<file path="src/rtl/btn_switch_capture.sv">
`timescale 1ns/1ps
// Debounced button capture of a 24-bit switch bank, exposed to the CPU as a small MMIO
// read port (data / status / press count). FSM state is visible on dbg_state.
module btn_switch_capture #(
  parameter int DEBOUNCE_CYCLES = 1_000_000,
  parameter int CNT_W           = 20
) (
  input  logic        fpga_clk,
  input  logic        fpga_rst,
  input  logic        ck_btn,
  input  logic [23:0] switch2N4,
  input  logic        rd_en,
  input  logic [1:0]  rd_addr,
  output logic [31:0] rd_data,
  output logic        data_valid,
  output logic [2:0]  dbg_state
);

  typedef enum logic [2:0] {
    IDLE     = 3'd0,
    PRESS_DB = 3'd1,
    CAPTURE  = 3'd2,
    HELD     = 3'd3,
    REL_DB   = 3'd4
  } state_t;

  localparam logic [CNT_W-1:0] CNT_LAST = CNT_W'(DEBOUNCE_CYCLES - 1);

  state_t           state;
  logic [CNT_W-1:0] cnt;
  logic             btn_m, btn_s;
  logic [23:0]      sw_m, sw_s;
  logic [23:0]      cap_reg;
  logic [7:0]       press_cnt;
  logic             overrun;
  logic             capture;
  logic             clr_dv;
  logic             clr_ov;

  // Handshake: rd_en is a single-cycle strobe with no backpressure; rd_data for that
  // access is valid from the following edge and holds until the next strobe.
  assign capture   = (state == CAPTURE);
  assign clr_dv    = rd_en && (rd_addr == 2'd0);
  assign clr_ov    = rd_en && (rd_addr == 2'd1);
  assign dbg_state = state;

  always_ff @(posedge fpga_clk or posedge fpga_rst) begin
    if (fpga_rst) begin
      btn_m <= 1'b0;
      btn_s <= 1'b0;
      sw_m  <= '0;
      sw_s  <= '0;
    end else begin
      btn_m <= ck_btn;
      btn_s <= btn_m;
      sw_m  <= switch2N4;
      sw_s  <= sw_m;
    end
  end

  always_ff @(posedge fpga_clk or posedge fpga_rst) begin
    if (fpga_rst) begin
      state <= IDLE;
      cnt   <= '0;
    end else begin
      case (state)
        IDLE: begin
          if (btn_s) begin
            state <= PRESS_DB;
            cnt   <= CNT_W'(1);
          end
        end
        PRESS_DB: begin
          if (!btn_s) begin
            state <= IDLE;
            cnt   <= '0;
          end else if (cnt == CNT_LAST) begin
            state <= CAPTURE;
            cnt   <= '0;
          end else begin
            cnt <= cnt + CNT_W'(1);
          end
        end
        CAPTURE: begin
          state <= HELD;
          cnt   <= '0;
        end
        HELD: begin
          // Only a debounced release re-arms; holding never recaptures.
          if (!btn_s) begin
            state <= REL_DB;
            cnt   <= CNT_W'(1);
          end
        end
        REL_DB: begin
          if (btn_s) begin
            state <= HELD;
            cnt   <= '0;
          end else if (cnt == CNT_LAST) begin
            state <= IDLE;
            cnt   <= '0;
          end else begin
            cnt <= cnt + CNT_W'(1);
          end
        end
        default: begin
          state <= IDLE;
          cnt   <= '0;
        end
      endcase
    end
  end

  // A capture beats a same-edge clear; a data read on the capture edge consumes the
  // old word, so it does not count as an overrun.
  always_ff @(posedge fpga_clk or posedge fpga_rst) begin
    if (fpga_rst) begin
      cap_reg    <= '0;
      press_cnt  <= '0;
      overrun    <= 1'b0;
      data_valid <= 1'b0;
    end else begin
      if (capture) begin
        cap_reg    <= sw_s;
        press_cnt  <= press_cnt + 8'd1;
        data_valid <= 1'b1;
        if (data_valid && !clr_dv) begin
          overrun <= 1'b1;
        end else if (clr_ov) begin
          overrun <= 1'b0;
        end
      end else begin
        if (clr_dv) data_valid <= 1'b0;
        if (clr_ov) overrun    <= 1'b0;
      end
    end
  end

  always_ff @(posedge fpga_clk or posedge fpga_rst) begin
    if (fpga_rst) begin
      rd_data <= '0;
    end else if (rd_en) begin
      case (rd_addr)
        2'd0:    rd_data <= {8'h00, cap_reg};
        2'd1:    rd_data <= {30'b0, overrun, data_valid};
        2'd2:    rd_data <= {24'b0, press_cnt};
        default: rd_data <= 32'h0;
      endcase
    end
  end

endmodule

</file>
<file path="config.mk">
export PLATFORM = sky130hd
export DESIGN_NAME = btn_switch_capture
export DESIGN_NICKNAME = d
export VERILOG_FILES = /design/src/rtl/btn_switch_capture.sv
export SDC_FILE = /design/constraint.sdc
export NUM_CORES = 1
export LEC_CHECK = 0
export CORE_MARGIN = 2
export CORE_UTILIZATION = 50
export DETAILED_ROUTE_END_ITERATION = 8
export PLACE_DENSITY = 0.77
export SLEW_MARGIN = 20
export SYNTH_ARGS = -nofsm -noshare
export SYNTH_HDL_FRONTEND = slang
export SYNTH_SLANG_ARGS = --single-unit
</file>
<file path="constraint.sdc">
create_clock -name fpga_clk -period 6.9 [get_ports fpga_clk]
set_input_delay 2.07 -clock fpga_clk [delete_from_list [all_inputs] [get_ports fpga_clk]]
set_output_delay 2.07 -clock fpga_clk [all_outputs]
set_load 0.02 [all_outputs]
</file>
# --- Word level (Yosys, flattened, before mapping) ---
# Index checks and enable logic that the tools add are counted.
op_classes:
  add_sub_neg: 2
  multipliers: 0
  div: 0
  magnitude_cmp: 0
  n_eq_ne: 11
  shifts: 0
  mux: 19
  bitwise_logic: 0
  n_reduce_logical: 9
ops:
  columns: ["cell", "count"]
  rows:
  - ["20-bit 2-to-1 mux", 5]
  - ["20-bit case mux with 4 select lines", 1]
  - ["24-bit case mux with 3 select lines", 1]
  - ["20-bit by 1-bit adder with 20-bit output (second input constant)", 1]
  - ["20-bit equality test (second input constant)", 1]
  - ["3-bit 2-to-1 mux", 6]
  - ["3-bit case mux with 5 select lines", 1]
  - ["8-bit by 1-bit adder with 8-bit output (second input constant)", 1]
  - ["3-bit by 2-bit equality test with 1-bit output (second input constant)", 2]
  - ["3-bit != test (second input constant)", 2]
  - ["1-bit 2-to-1 mux", 5]
  - ["2-bit != test (second input constant)", 2]
  - ["4-bit AND reduction", 1]
  - ["3-bit by 1-bit equality test with 1-bit output (second input constant)", 1]
  - ["3-bit equality test (second input constant)", 1]
  - ["1-bit logical AND", 3]
  - ["3-bit logical NOT", 1]
  - ["2-bit by 1-bit equality test with 1-bit output (second input constant)", 1]
  - ["2-bit equality test (second input constant)", 1]
  - ["2-bit logical NOT", 1]
  - ["2-bit AND reduction", 1]
  - ["2-bit nonzero test", 1]
  - ["1-bit logical NOT", 1]
totals:
  reg_bits: 139
  latchBits: 0
  ramBits: 0
  mem_bits_ro: 0
  output_inout_bits: 36
  wordCells: 52
  mem_count: 0

# --- Logic depth before layout (Yosys ltp) ---
logic_depth:
  word_depth: 6
  depth_mapped: 8
  ltp_nobuf: 6

# --- Least setup slack after synthesis ---
# Ideal clock, no wire load.
synth_path:
  path_type: "input port to flip-flop"
  startpoint: "in rd_addr[1]"
  endpoint: "reg rd_data[23]"
  setup_ns: 0.083
  t_arrival_ns: 3.137
  path_slack_ns: 3.680
  cell_stages: 5
  cell_sequence: "clkbuf_1 > nor3b_2 > clkbuf_1 > nand2_1 > o21ai_0"
synth_between:
  elab_chain_cells: 2
  elab_cells_between_ends: 4
  classes_between: "eq/ne: 2; mux: 1; reduce/logical: 1"
synth_rtl:
  columns: ["item", "line", "rtl"]
  rows:
  - ["start, declared", "13", "input logic [1:0] rd_addr,"]
  - ["2-bit equality test, or another cell as far along", "143", "case (rd_addr)"]
  - ["24-bit case mux with 3 select lines *", "143", null]
  - ["end signal, assigned", "144", "2'd0: rd_data <= {8'h00, cap_reg};"]
  - ["end signal, assigned", "145", "2'd1: rd_data <= {30'b0, overrun, data_valid};"]
  - ["end signal, assigned", "146", "2'd2: rd_data <= {24'b0, press_cnt};"]
  - ["end, declared", "14", "output logic [31:0] rd_data,"]
# Mark *: on every way between the ends. The rest lies on a longest branch, timed or not.
# A chain may end at the register's enable or synchronous reset.

# --- Worst setup path after layout ---
layout_path:
  startpoint: "reg state[0] (netlist: dbg_state[0])"
  endpoint: "out dbg_state[0]"
layout_lines:
  columns: ["item", "line", "rtl"]
  rows:
  - ["start, declared", "29", "state_t state;"]
  - ["start signal, assigned", "63", "state <= IDLE;"]
  - ["start signal, assigned", "69", "state <= PRESS_DB;"]
  - ["start signal, assigned", "75", "state <= IDLE;"]
  - ["end, declared", "16", "output logic [2:0] dbg_state"]
# No word-level cell between the ends.

==> results.cfg <==
[critical_path]
worst-path-buf-inv = 1
critPathCaptureType = primary output
start_kind = flop
crit_required_ns = 4.83
critPathKind = flop to primary output
critPathMaxFanout = 11
max_stage_delay_ns = 0.69
crit_family = buffers and inverters
crit_chain = clkdlybuf4s50_1
arrival_ns = 1.81
crit_slowest_cell = clkdlybuf4s50_1

[sta]
max_freq_ghz = 0.258
rsz0062_at_grt = false
hold_violations = 0
fin_tns_setup_ns = 0
fin_crit_ns = 3.88
slew_headroom = 0.401
worstMarginPinSlew_ns = 0.896
fin_skew_ns = 0.00560
slew_viol_final = 0
setup_viol = 0
finalCritPeriodShare = 0.562

[clock_network]
clock_path_buffers = 2
cts_resized = 0
insertion_delay_ns = 0.51
path_clk_slew_ns = 0.06
htree_num_levels = 4
postCtsHoldBufs = 0
cts_tree = built
root_buffer = clkbuf_8
cts_setup_buffers = 0
cts.sinks = 131
cts_made_buffers = 17

[route]
wl_per_cell_um = 14.4
via_per_inst = 5.02
dr.pass1.iters = 4
drtIter0Drc = 166
vias = 3080
finalWirelength_um = 8840
drc_errors = 0
drtAntennaViolNets = 0

[grt]
grt_use_total = 0.175
grt_pass1_wl_um = 15100
gr-total-overflow = 0
antenna_found_initial = 0
grt_max_degree = 87
grt_pass1_vias = 3043

[synth]
netlist_area_um2 = 5050
post_synth.cell_area_avg_um2 = 12.4
synth-main-ff-cell = dfrtp_1
yosys.area_share.simple = 0.127
synth_seq_cells = 131
synth_edf_count = 0
yosys.area_share.adder = 0.00495
synthMuxAreaShare = 0.0755
synth_top_family_by_area = simple AND/OR/NAND/NOR gates
yosysUniqueCellTypes = 50
synthXorXnorAreaFrac = 0.0329
synthCells = 407
yosysSeqAreaShare = 0.649
ys_warn_count = 0
async_reset_ff_frac = 1.00
synth_compound_area_frac = 0.0557

[floorplanning]
die_w_um = 105
io_pins = 66
core_area_um2 = 9770
start_util = 0.517
dieArea_um2 = 10900
die_h_um = 105
num_rows = 36

[finish]
area_growth_syn_to_layout_pct = 23.4
regArea_um2 = 3280
fin_area_um2 = 6230
final_cell_mix = 131 x dfrtp_1, 57 x clkdlybuf4s50_1, 36 x nand2_1, 30 x inv_1
fillers = 734
multi_input_area_um2 = 1540
layout_commonest_cell = dfrtp_1
layout-drive-gt1-share = 0.150
nNetsFinal = 500
antennaDiodeCount = 0

[power]
power.density_nw_per_um2 = 269
ir_drop_v = 0.000146
p_leak_nw = 2.75

[place]
port-buffer-count = 57
place_area_um2 = 5680
place_hpwl_um = 5570
gp_congestion = 0.795

[min_path]
hold_class = flop to flop

[status]
outcome = complete, no violations

[job]
cap_violations = 0
==> layout make-up <==
class | instances | area share
multi-input combinational | 228 | 0.247
inverter | 31 | 0.0195
clock buffer | 18 | 0.0670
clock inverter | 14 | 0.0205
tap | 133 | 0.0267
sequential | 131 | 0.526
timing repair buffer | 59 | 0.0939
==> cells by family (layout without fill, tap and decap cells) <==
group,count (synthesis),after routing
flops,131,131
simple gates,117,117
buf+inv,55,122
compound gates,47,47
mux,35,35
xor+xnor,19,19
fa+ha+maj,2,2
other cells,1,8
==> final timing paths <==
path | end | from | slack [ns] | cells past startpoint
max | dbg_state[0] | dbg_state[0]$_DFFE_PP0P_ | 3.02 | 1
min | sw_s[9]$_DFF_PP0_ | sw_m[9]$_DFF_PP0_ | 0.34 | 0
max reg2reg | cnt[3]$_DFFE_PP0P_ | cnt[0]$_DFFE_PP0P_ | 4.77 | 6
min reg2reg | sw_s[9]$_DFF_PP0_ | sw_m[9]$_DFF_PP0_ | 0.34 | 0
max in group asynchronous | sw_s[2]$_DFF_PP0_ | fpga_rst | 3.75 | 3
min in group asynchronous | sw_s[8]$_DFF_PP0_ | fpga_rst | 2.08 | 2
==> power breakdown <==
group	leakage (nW)	switching (mW)	internal [mW]	total, mW
clock network	0.258	0.334	0.480	0.814
logic	0.784	0.0387	0.0255	0.0642
registers	1.71	0.0104	0.787	0.797
==> stage by stage <==
stage	power, mW	utilization	cells	hold WS (ns)	setup slack [ns]
6_report	1.68	0.638	614	0.345	3.02
3_5_place_dp	0.875	0.581	582	0.335	2.45
3_3_place_gp	0.872	0.581	582	0.334	2.53
5_1_grt	1.74	0.638	614	0.355	2.92
4_1_cts	1.69	0.637	614	0.347	2.86
2_1_floorplan	0.851	-	414	0.331	1.33
==> cells in the mapped netlist (6+ instances only) <==
cell type	instances	share of area
xnor2_1	7	0.012
o21ai_0	20	0.020
nand2_1	36	0.027
dfrtp_1	131	0.65
a21oi_1	9	0.0089
nand4_1	11	0.014
o22ai_1	6	0.0074
mux2_2	25	0.056
mux2i_1	10	0.020
nor2_1	25	0.019
nand3_1	15	0.015
xor2_1	12	0.021
buf_4	9	0.013
inv_1	31	0.023
==> per-layer routing <==
layer / wire length [µm] / global-route usage / vias up
li1: - / - / 1481
met1: 4040 / 0.236 / 1518
met2: 4330 / 0.268 / 72
met3: 381 / 0.0568 / 9
met4: 85 / 0.0579 / 0
met5: 0 / 0 / -
Power figures use the tool's default switching activity.
